--- src/rtl/mac_pkg.sv ---
// Shared constants for the MAC output stage: field widths, result layout
// and per-block transistor counts reported to the controller.
package mac_pkg;

    localparam int EXP_W   = 6;
    localparam int MAN_W   = 9;
    localparam int NORM_W  = 11;
    localparam int DIFF_W  = 5;
    localparam int EXP_MAX = 63;
    localparam int RES_W   = 1 + EXP_W + MAN_W;
    localparam int TAG_W   = 5;

    // Result field offsets: {sgn, exp, man}
    localparam int RES_SGN_POS = RES_W - 1;
    localparam int RES_EXP_LSB = MAN_W;
    localparam int RES_MAN_LSB = 0;

    // Exponent arithmetic is carried in 8-bit two's complement so that
    // both the overflow (>63) and the underflow (<1) cases are visible.
    localparam int E_W = 8;

    // Transistor budgets of the individual blocks.
    localparam int TR_EXP_ADD   = 224;   // 8-bit exponent adder
    localparam int TR_PACK_BASE = 420;   // saturate/flush muxing and packing
    localparam int TR_RND_INC   = 108;   // 9-bit rounding incrementer

    function automatic logic [RES_W-1:0] pack_fields(input logic s,
                                                     input logic [EXP_W-1:0] e,
                                                     input logic [MAN_W-1:0] m);
        logic [RES_W-1:0] r;
        r = '0;
        r[RES_SGN_POS] = s;
        r[RES_EXP_LSB +: EXP_W] = e;
        r[RES_MAN_LSB +: MAN_W] = m;
        return r;
    endfunction

endpackage

--- src/rtl/fp_round_pack.sv ---
// Combinational round, exponent reconstruction, saturate/flush and pack.
// Build option: MAC_STG5_RNE_EN selects round-to-nearest-even; without it
// the mantissa is truncated and no incrementer exists.
module fp_round_pack
    import mac_pkg::*;
(
    input  logic [10:0] i_norm_sum,
    input  logic [4:0]  i_exp_diff,
    input  logic        i_exp_carry,
    input  logic        i_sgn,
    input  logic [5:0]  i_max_exp,
    output logic [15:0] o_result,
    output logic        o_ovf_evt,
    output logic        o_unf_evt,
    output logic [31:0] o_tr_num
);

    logic [MAN_W-1:0] man_rnd;
    logic             rnd_carry;
    logic [E_W-1:0]   exp_sum;

`ifdef MAC_STG5_RNE_EN
    // Round to nearest even with a single guard bit: only odd mantissas round up.
    always_comb begin
        logic round_up;
        round_up  = i_norm_sum[0] & i_norm_sum[1];
        {rnd_carry, man_rnd} = {1'b0, i_norm_sum[MAN_W:1]} + {{MAN_W{1'b0}}, round_up};
    end

    assign o_tr_num = 32'(TR_PACK_BASE + TR_RND_INC);
`else
    // Truncation: guard bit is dropped.
    always_comb begin
        rnd_carry = 1'b0;
        man_rnd   = i_norm_sum[MAN_W:1];
    end

    assign o_tr_num = 32'(TR_PACK_BASE);
`endif

    // Exponent reconstruction, then zero / saturate / flush selection.
    always_comb begin
        exp_sum = {2'b00, i_max_exp}
                + {{(E_W-DIFF_W){i_exp_diff[DIFF_W-1]}}, i_exp_diff}
                + {{(E_W-1){1'b0}}, i_exp_carry}
                + {{(E_W-1){1'b0}}, rnd_carry};

        o_ovf_evt = 1'b0;
        o_unf_evt = 1'b0;
        o_result  = pack_fields(i_sgn, exp_sum[EXP_W-1:0], man_rnd);

        if (i_norm_sum == '0) begin
            o_result = pack_fields(i_sgn, '0, '0);
        end else if ($signed(exp_sum) > $signed(E_W'(EXP_MAX))) begin
            o_result  = pack_fields(i_sgn, '1, '1);
            o_ovf_evt = 1'b1;
        end else if ($signed(exp_sum) < $signed(E_W'(1))) begin
            o_result  = pack_fields(i_sgn, '0, '0);
            o_unf_evt = 1'b1;
        end
    end

endmodule

--- src/rtl/mac_stg5_pack.sv ---
// Final MAC stage: two-stage register pipeline around fp_round_pack with
// sticky overflow/underflow flags and a produced-result counter.
// Build option: MAC_STG5_RNE_EN (round-to-nearest-even, else truncation).
module mac_stg5_pack
    import mac_pkg::*;
#(
    parameter int CNT_W = 16,
    parameter int NUM_W = 51
) (
    input  logic             i_clk,
    input  logic             i_rst_n,
    input  logic             i_valid,
    input  logic             i_inhibit,
    input  logic [10:0]      i_norm_sum,
    input  logic [4:0]       i_exp_diff,
    input  logic             i_exp_carry,
    input  logic             i_sgn,
    input  logic [5:0]       i_max_exp,
    input  logic [4:0]       i_Q_frac,
    input  logic             i_clr,
    output logic             o_valid,
    output logic [15:0]      o_result,
    output logic [4:0]       o_Q_frac,
    output logic             o_ovf,
    output logic             o_unf,
    output logic [CNT_W-1:0] o_out_cnt,
    output logic [NUM_W-1:0] o_transistor_num
);

    logic              a_valid_q,  a_valid_d;
    logic [10:0]       a_norm_q,   a_norm_d;
    logic [4:0]        a_diff_q,   a_diff_d;
    logic              a_carry_q,  a_carry_d;
    logic              a_sgn_q,    a_sgn_d;
    logic [5:0]        a_mexp_q,   a_mexp_d;
    logic [4:0]        a_qfrac_q,  a_qfrac_d;

    logic              b_valid_q,  b_valid_d;
    logic [15:0]       b_result_q, b_result_d;
    logic [4:0]        b_qfrac_q,  b_qfrac_d;
    logic              ovf_q,      ovf_d;
    logic              unf_q,      unf_d;
    logic [CNT_W-1:0]  cnt_q,      cnt_d;

    logic [15:0]       pk_result;
    logic              pk_ovf_evt;
    logic              pk_unf_evt;
    logic [31:0]       pk_tr_num;
    logic              load_b;

    fp_round_pack u_round_pack (
        .i_norm_sum  (a_norm_q),
        .i_exp_diff  (a_diff_q),
        .i_exp_carry (a_carry_q),
        .i_sgn       (a_sgn_q),
        .i_max_exp   (a_mexp_q),
        .o_result    (pk_result),
        .o_ovf_evt   (pk_ovf_evt),
        .o_unf_evt   (pk_unf_evt),
        .o_tr_num    (pk_tr_num)
    );

    assign load_b = a_valid_q & ~i_inhibit;

    // Next-state for both pipeline stages, flags and counter.
    always_comb begin
        a_valid_d  = a_valid_q;
        a_norm_d   = a_norm_q;
        a_diff_d   = a_diff_q;
        a_carry_d  = a_carry_q;
        a_sgn_d    = a_sgn_q;
        a_mexp_d   = a_mexp_q;
        a_qfrac_d  = a_qfrac_q;
        b_valid_d  = b_valid_q;
        b_result_d = b_result_q;
        b_qfrac_d  = b_qfrac_q;

        if (!i_inhibit) begin
            a_valid_d  = i_valid;
            a_norm_d   = i_norm_sum;
            a_diff_d   = i_exp_diff;
            a_carry_d  = i_exp_carry;
            a_sgn_d    = i_sgn;
            a_mexp_d   = i_max_exp;
            a_qfrac_d  = i_Q_frac;
            b_valid_d  = a_valid_q;
            b_result_d = pk_result;
            b_qfrac_d  = a_qfrac_q;
        end

        // Clear acts even while stalled; a simultaneous set event wins.
        ovf_d = (i_clr ? 1'b0 : ovf_q) | (load_b & pk_ovf_evt);
        unf_d = (i_clr ? 1'b0 : unf_q) | (load_b & pk_unf_evt);
        cnt_d = (i_clr ? '0 : cnt_q) + {{(CNT_W-1){1'b0}}, load_b};
    end

    // Pipeline, flag and counter registers.
    always_ff @(posedge i_clk or negedge i_rst_n) begin
        if (!i_rst_n) begin
            a_valid_q  <= 1'b0;
            a_norm_q   <= '0;
            a_diff_q   <= '0;
            a_carry_q  <= 1'b0;
            a_sgn_q    <= 1'b0;
            a_mexp_q   <= '0;
            a_qfrac_q  <= '0;
            b_valid_q  <= 1'b0;
            b_result_q <= '0;
            b_qfrac_q  <= '0;
            ovf_q      <= 1'b0;
            unf_q      <= 1'b0;
            cnt_q      <= '0;
        end else begin
            a_valid_q  <= a_valid_d;
            a_norm_q   <= a_norm_d;
            a_diff_q   <= a_diff_d;
            a_carry_q  <= a_carry_d;
            a_sgn_q    <= a_sgn_d;
            a_mexp_q   <= a_mexp_d;
            a_qfrac_q  <= a_qfrac_d;
            b_valid_q  <= b_valid_d;
            b_result_q <= b_result_d;
            b_qfrac_q  <= b_qfrac_d;
            ovf_q      <= ovf_d;
            unf_q      <= unf_d;
            cnt_q      <= cnt_d;
        end
    end

    assign o_valid          = b_valid_q;
    assign o_result         = b_result_q;
    assign o_Q_frac         = b_qfrac_q;
    assign o_ovf            = ovf_q;
    assign o_unf            = unf_q;
    assign o_out_cnt        = cnt_q;
    assign o_transistor_num = NUM_W'(TR_EXP_ADD) + NUM_W'(pk_tr_num);

endmodule

--- config.mk ---
export PLATFORM = sky130hd
export DESIGN_NAME = mac_stg5_pack
export DESIGN_NICKNAME = d
export VERILOG_FILES = /design/src/rtl/mac_pkg.sv /design/src/rtl/fp_round_pack.sv /design/src/rtl/mac_stg5_pack.sv
export SDC_FILE = /design/constraint.sdc
export NUM_CORES = 1
export LEC_CHECK = 0
export CAP_MARGIN = 10
export CORE_UTILIZATION = 25
export DETAILED_ROUTE_END_ITERATION = 12
export HOLD_SLACK_MARGIN = 0.08
export SLEW_MARGIN = 20
export SYNTH_ARGS = -nofsm -noshare
export SYNTH_HDL_FRONTEND = slang
export SYNTH_SLANG_ARGS = --single-unit
--- constraint.sdc ---
create_clock -name i_clk -period 2.8 [get_ports i_clk]
set_input_delay 0.56 -clock i_clk [delete_from_list [all_inputs] [get_ports i_clk]]
set_output_delay 0.56 -clock i_clk [all_outputs]
set_load 0.005 [all_outputs]
=== After elaboration in Yosys (flattened, before gate mapping) ===
Index checks and enable logic that the tools add are counted.

* $add $sub $neg: 3
* $lt $le $gt $ge: 2
* Muxes and demuxes: 11
* Bitwise operators: 6
* Reduce and logical (&&, ||, !) cells: 1

{| class="wikitable"
|+ Operators by type and width
! operator !! number
|-
| $mux W15 || 3
|-
| $add A16 B1 Y16 || 1
|-
| $mux W16 || 1
|-
| $logic_not A11 Y1 || 1
|-
| $add A7 B5 Y8 || 1
|-
| $add A8 B1 Y8 || 1
|-
| $gt A8 B7 Y1 const B || 1
|-
| $lt A8 B2 Y1 const B || 1
|-
| $mux W1 || 7
|-
| $and A1 B1 Y1 || 3
|-
| $or A1 B1 Y1 || 2
|-
| $not A1 Y1 || 1
|}

* Register bits: 70
* Input bits: 34
* Output and inout port bits: 91

=== Depth between registers and ports, before layout ===
Gate-level depths: netlist of the first run.

* Depth in word-level cells: 8
* Mapped depth: 9

=== Hierarchy ===
From an unflattened synthesis of the first run, not the netlist that was laid out.

* Cells, all modules: 429
* Area, all modules: 4446.8 µm²

{| class="wikitable"
|+ Modules (own cells, without submodules)
! module !! times used !! cells each !! area each (µm²)
|-
| mac_stg5_pack || 1 || 294 || 3495.9
|-
| fp_round_pack || 1 || 135 || 950.9
|}

=== Worst setup path after synthesis of the first run ===
Ideal clock, no wire load.

* Path kind: register to register
* From: register a_diff_q[0]
* To: register b_result_q[1], in the netlist o_result[1]
* Arrival: 2.591 ns
* Slack: 0.083 ns
* Cell stages (with the launch flop): 10
* Period minus slack after synthesis: 2.717 ns
* Cell sequence: dfrtp_1 -> inv_1 -> fa_1 -> fa_1 -> inv_1 -> or4_4 -> mux2i_4 -> a41oi_4 -> buf_6 -> a221o_1

* Longest elaborated chain between the ends: 6
* Elaborated cells on any way between the ends: 7
* Classes of those cells: 2 x add/sub; 2 x order compare; 3 x mux

{| class="wikitable"
|+ RTL lines
! element !! line !! RTL
|-
| from (decl) || mac_stg5_pack.sv:32 || <nowiki>logic [4:0] a_diff_q, a_diff_d;</nowiki>
|-
| from (signal assigned) || mac_stg5_pack.sv:116 || <nowiki>a_diff_q <= a_diff_d;</nowiki>
|-
| $add A7 B5 Y8 * || fp_round_pack.sv:44 || <nowiki>+ {{(E_W-DIFF_W){i_exp_diff[DIFF_W-1]}}, i_exp_diff}</nowiki>
|-
| $add A8 B1 Y8 * || fp_round_pack.sv:45 || <nowiki>+ {{(E_W-1){1'b0}}, i_exp_carry}</nowiki>
|-
| $lt A8 B2 Y1 || fp_round_pack.sv:57 || <nowiki>end else if ($signed(exp_sum) < $signed(E_W'(1))) begin</nowiki>
|-
| $mux W15 || fp_round_pack.sv:57 ||
|-
| $mux W15 * || fp_round_pack.sv:54 || <nowiki>end else if ($signed(exp_sum) > $signed(E_W'(EXP_MAX))) begin</nowiki>
|-
| $mux W15 * || fp_round_pack.sv:52 || <nowiki>if (i_norm_sum == '0) begin</nowiki>
|-
| to (signal assigned) || mac_stg5_pack.sv:122 || <nowiki>b_result_q <= b_result_d;</nowiki>
|-
| to (decl) || mac_stg5_pack.sv:39 || <nowiki>logic [15:0] b_result_q, b_result_d;</nowiki>
|}

Every way passes the cells marked *; elsewhere a longest branch is shown, timed or not.
A chain may end at the register's enable or synchronous reset.

=== Worst setup path after layout of the first run ===
* From: register a_diff_q[0]
* To: register b_result_q[8], in the netlist o_result[8]

The elaborated chain is that of the path after synthesis.

==> impl_metrics.ini, run 1 <==
[status]
outcome = complete, no violations

[synthesis]
ys_seq_area_share_pct = 47.91
synth_top_family_by_area = buffers and inverters
synth_adder_area_share_pct = 3.833
synth-compound-area-share_pct = 9.959
post_synth_num_cell_types = 51
synth_ff_type = dfrtp_1
synth_xor_xnor_area_share_pct = 3.799
synth_mux_area_share_pct = 11.70
synthCells = 313
syn_area_per_cell_sq_um = 11.68
netlist_area_sq_mm = 0.003656
synth-seq-cells = 70
synth_edf_count = 0
async_reset_ff_share_pct = 100.0
synth-simple-area-share_pct = 9.685
ys.warnings.count = 0

[die]
start_util_pct = 25.94
die_x_um = 122.9
die_height_um = 122.9
rows = 43
io_pins = 125
core_region_area_sq_mm = 0.01410
die-area_sq_mm = 0.01511

[grt]
antenna_found_initial = 0
overflow = 0
grt_pass1_wl_um = 12170
first_global_vias = 2404
grt_max_degree = 71
gr-usage-all-layers_pct = 10.74

[timing]
hold_ws_ns = 0.4360
setup_slack_ns = 0.01161
slew_headroom_pct = 37.91
finalSetupTns_ns = 0
drv_slew = 0
fmax_ghz = 0.3586
tightest_slew_ns = 0.9304
final.min_clock_period_ns = 2.788
fin_crit_sh_pct = 99.59
skew_ns = 0.006249
grt_setup_unrepaired = yes
setup_viol = 0
hold_viol_final = 0

[routing]
drtIter0Drc = 77
via_count = 2478
drt-vias-per-instance = 4.265
drc = 0
wl_per_cell_um = 13.06
ant_nets = 0
wirelength_um = 7585
drt_pass1_iterations = 4

[final_layout]
multi_input_area_sq_mm = 0.001654
fin_area_sq_mm = 0.004791
drive_gt1_share_pct = 18.95
fin_util_pct = 33.99
layoutNonFillerInstCount = 581
seq_area_sq_mm = 0.001752
fillers = 1399
syn_to_final_growth_pct = 31.04
antenna_cells = 0
layout.nets = 440

[worst_setup_path]
worstSetupStartpointType = flop
cp_max_fo = 6
path_buf_inv = 2
rr_startpoint = a_diff_q[0]$_DFFE_PN0N_
path_delay_family = adder cells
critPathLaunch = a_diff_q[0]$_DFFE_PN0N_
cp-end-kind = flop
critPathSlowestCell = fa_1
crit_type = reg2reg
max_stage_delay_ns = 0.51
critPathArrivalTime_ns = 3.00
worst_ep_required_time_ns = 3.01
path_cells = inv_2 > fa_2 > fa_1 > inv_1 > or4_4 > mux2i_4 > a41oi_4 > a221o_1

[power_and_ir_drop]
powerDensity_mw_per_mm2 = 676.6
peakVddDrop_mv = 0.3907
fin_total_pwr_mw = 3.242
leakagePower_nw = 2.036

[clocking]
insertion_delay_ns = 0.33
cts_inserted_buffers = 9
clkTransAtPathRegs_ns = 0.06
cts_tree = yes
cts_max_level = 3
clock_sinks = 70
root_buffer = clkbuf_16
clockBufferDepth = 2

[min_path]
hold_class = in2async

[placement]
hpwl_um = 5364
gp_congestion = 0.7581
io_buffers = 73
dp_slack_ns = -0.05120
dp.cells = 560
placedInstanceArea_sq_mm = 0.004400

[run]
maxCapViolations = 0
synth_stat cells, types with 3 or more instances:
| cell type | count | share of area [%] |
|---|---|---|
| o21ai_0 | 6 | 0.82 |
| nor3_1 | 4 | 0.55 |
| nor2b_1 | 9 | 1.5 |
| nand2b_1 | 4 | 0.68 |
| xor2_1 | 7 | 1.7 |
| xnor2_1 | 7 | 1.7 |
| nand3_1 | 4 | 0.55 |
| a21oi_1 | 3 | 0.41 |
| o211ai_1 | 3 | 0.62 |
| or3_1 | 3 | 0.51 |
| a221o_1 | 13 | 3.6 |
| inv_1 | 9 | 0.92 |
| ha_1 | 8 | 2.7 |
| nand2_1 | 10 | 1.0 |
| nand4_1 | 5 | 0.86 |
| dfrtp_1 | 70 | 48 |
| nor2_1 | 15 | 1.5 |
| mux2_2 | 36 | 11 |
| nor4_1 | 3 | 0.51 |
| buf_1 | 5 | 0.51 |
| buf_4 | 52 | 11 |
what timing repair did:
item / in CTS / in global routing
cloned: 1 / 0
hold endpoints to repair: 0 / 0
pin swaps: 4 / 3
gates resized for setup: 3 / 1
setup endpoints to repair: 13 / 14
setup buffers: 2 / 2
hold buffers: 0 / 0
report_power, final:
part | total (mW) | switching (mW) | internal [mW] | leakage [nW]
sequential | 1.24 | 0.0886 | 1.15 | 0.868
combinational | 0.778 | 0.334 | 0.444 | 1.02
clock | 1.22 | 0.436 | 0.786 | 0.153
total | 3.24 | 0.859 | 2.38 | 2.04
final cells by class:
cell class                 instances  share of cell area, %
tap                              180                  4.701
timing repair buffer              84                  16.77
inverter                           9                 0.7051
multi-input combinational        222                  34.53
clock inverter                     6                  1.959
sequential                        70                  36.56
clock buffer                      10                  4.779
sequential cells by signal (all words and copies together), names as in the netlist:
name / count
o_out_cnt: 16
a_diff_q: 5
a_qfrac_q: 5
a_valid_q: 1
a_sgn_q: 1
o_valid: 1
a_mexp_q: 6
o_result: 16
o_ovf: 1
o_unf: 1
a_carry_q: 1
o_Q_frac: 5
a_norm_q: 11
layer usage:
layer | share of wire (%) | vias to the layer above | GRT usage [%] | routed length, um
met5 | 0 | - | 0 | 0
met4 | 1.7 | 0 | 4.421 | 129
met3 | 8.2 | 11 | 5.028 | 624
met2 | 49 | 111 | 17.91 | 3715
met1 | 41 | 1183 | 11.72 | 3116
li1 | - | 1173 | - | -
logic make-up after synthesis:
group	Yosys count
AOI/OAI and AO/OA	42
xor gates and xnor gates	15
adders and majority gates	10
buffers and inverters	71
DFF	70
muxes	37
other	2
and+or+nand+nor	66
worst paths after layout:
| path | endpoint | cells past startpoint | slack, ns |
|---|---|---|---|
| max | o_result[8]$_DFFE_PN0N_ | 8 | 0.01 |
| min | a_qfrac_q[1]$_DFFE_PN0N_ | 2 | 0.44 |
| max reg2reg | o_result[8]$_DFFE_PN0N_ | 8 | 0.01 |
| min reg2reg | o_result[13]$_DFFE_PN0N_ | 2 | 0.49 |
| max in group asynchronous | o_out_cnt[7]$_DFF_PN0_ | 2 | 1.78 |
| min in group i_clk | o_result[13]$_DFFE_PN0N_ | 2 | 0.49 |
placed cells by master, fill, tap and decap left out, drive strengths merged, types with 9 or more instances in the layout:
master | Yosys | routed
conb | 2 | 51
nand2 | 10 | 10
mux2 | 36 | 36
buf | 60 | 13
nor2b | 9 | 9
inv | 9 | 10
clkdlybuf4s50 | 0 | 71
dfrtp | 70 | 70
nor2 | 15 | 15
a221o | 13 | 13
clkbuf | 2 | 10
Power figures use the tool's default switching activity.
==> inputs of run 2 (changes only) <==
==> constraint.sdc (replaced) <==
create_clock -name i_clk -period 2.8 [get_ports i_clk]
set_input_delay 0.56 -clock i_clk [delete_from_list [all_inputs] [get_ports i_clk]]
set_output_delay 0.56 -clock i_clk [all_outputs]
set_load 0.02 [all_outputs]
==> results of run 2 <==
The final DEF is identical to that of run 1. Status: complete, no violations.
Among the figures that moved: total power 3.242 mW -> 3.402 mW; worst IR drop on VDD 0.3907 mV -> 0.4042 mV
==> inputs of run 3 (changes only) <==
--- a/config.mk
+++ b/config.mk
@@ -5,7 +5,7 @@
 export SDC_FILE = /design/constraint.sdc
 export NUM_CORES = 1
 export LEC_CHECK = 0
-export CAP_MARGIN = 10
+export CAP_MARGIN = 20
 export CORE_UTILIZATION = 25
 export DETAILED_ROUTE_END_ITERATION = 12
 export HOLD_SLACK_MARGIN = 0.08
==> results of run 3 <==
The final DEF is identical to that of run 1. Status: complete, no violations.
Among the figures that moved: total power 3.242 mW -> 3.402 mW; worst IR drop on VDD 0.3907 mV -> 0.4042 mV
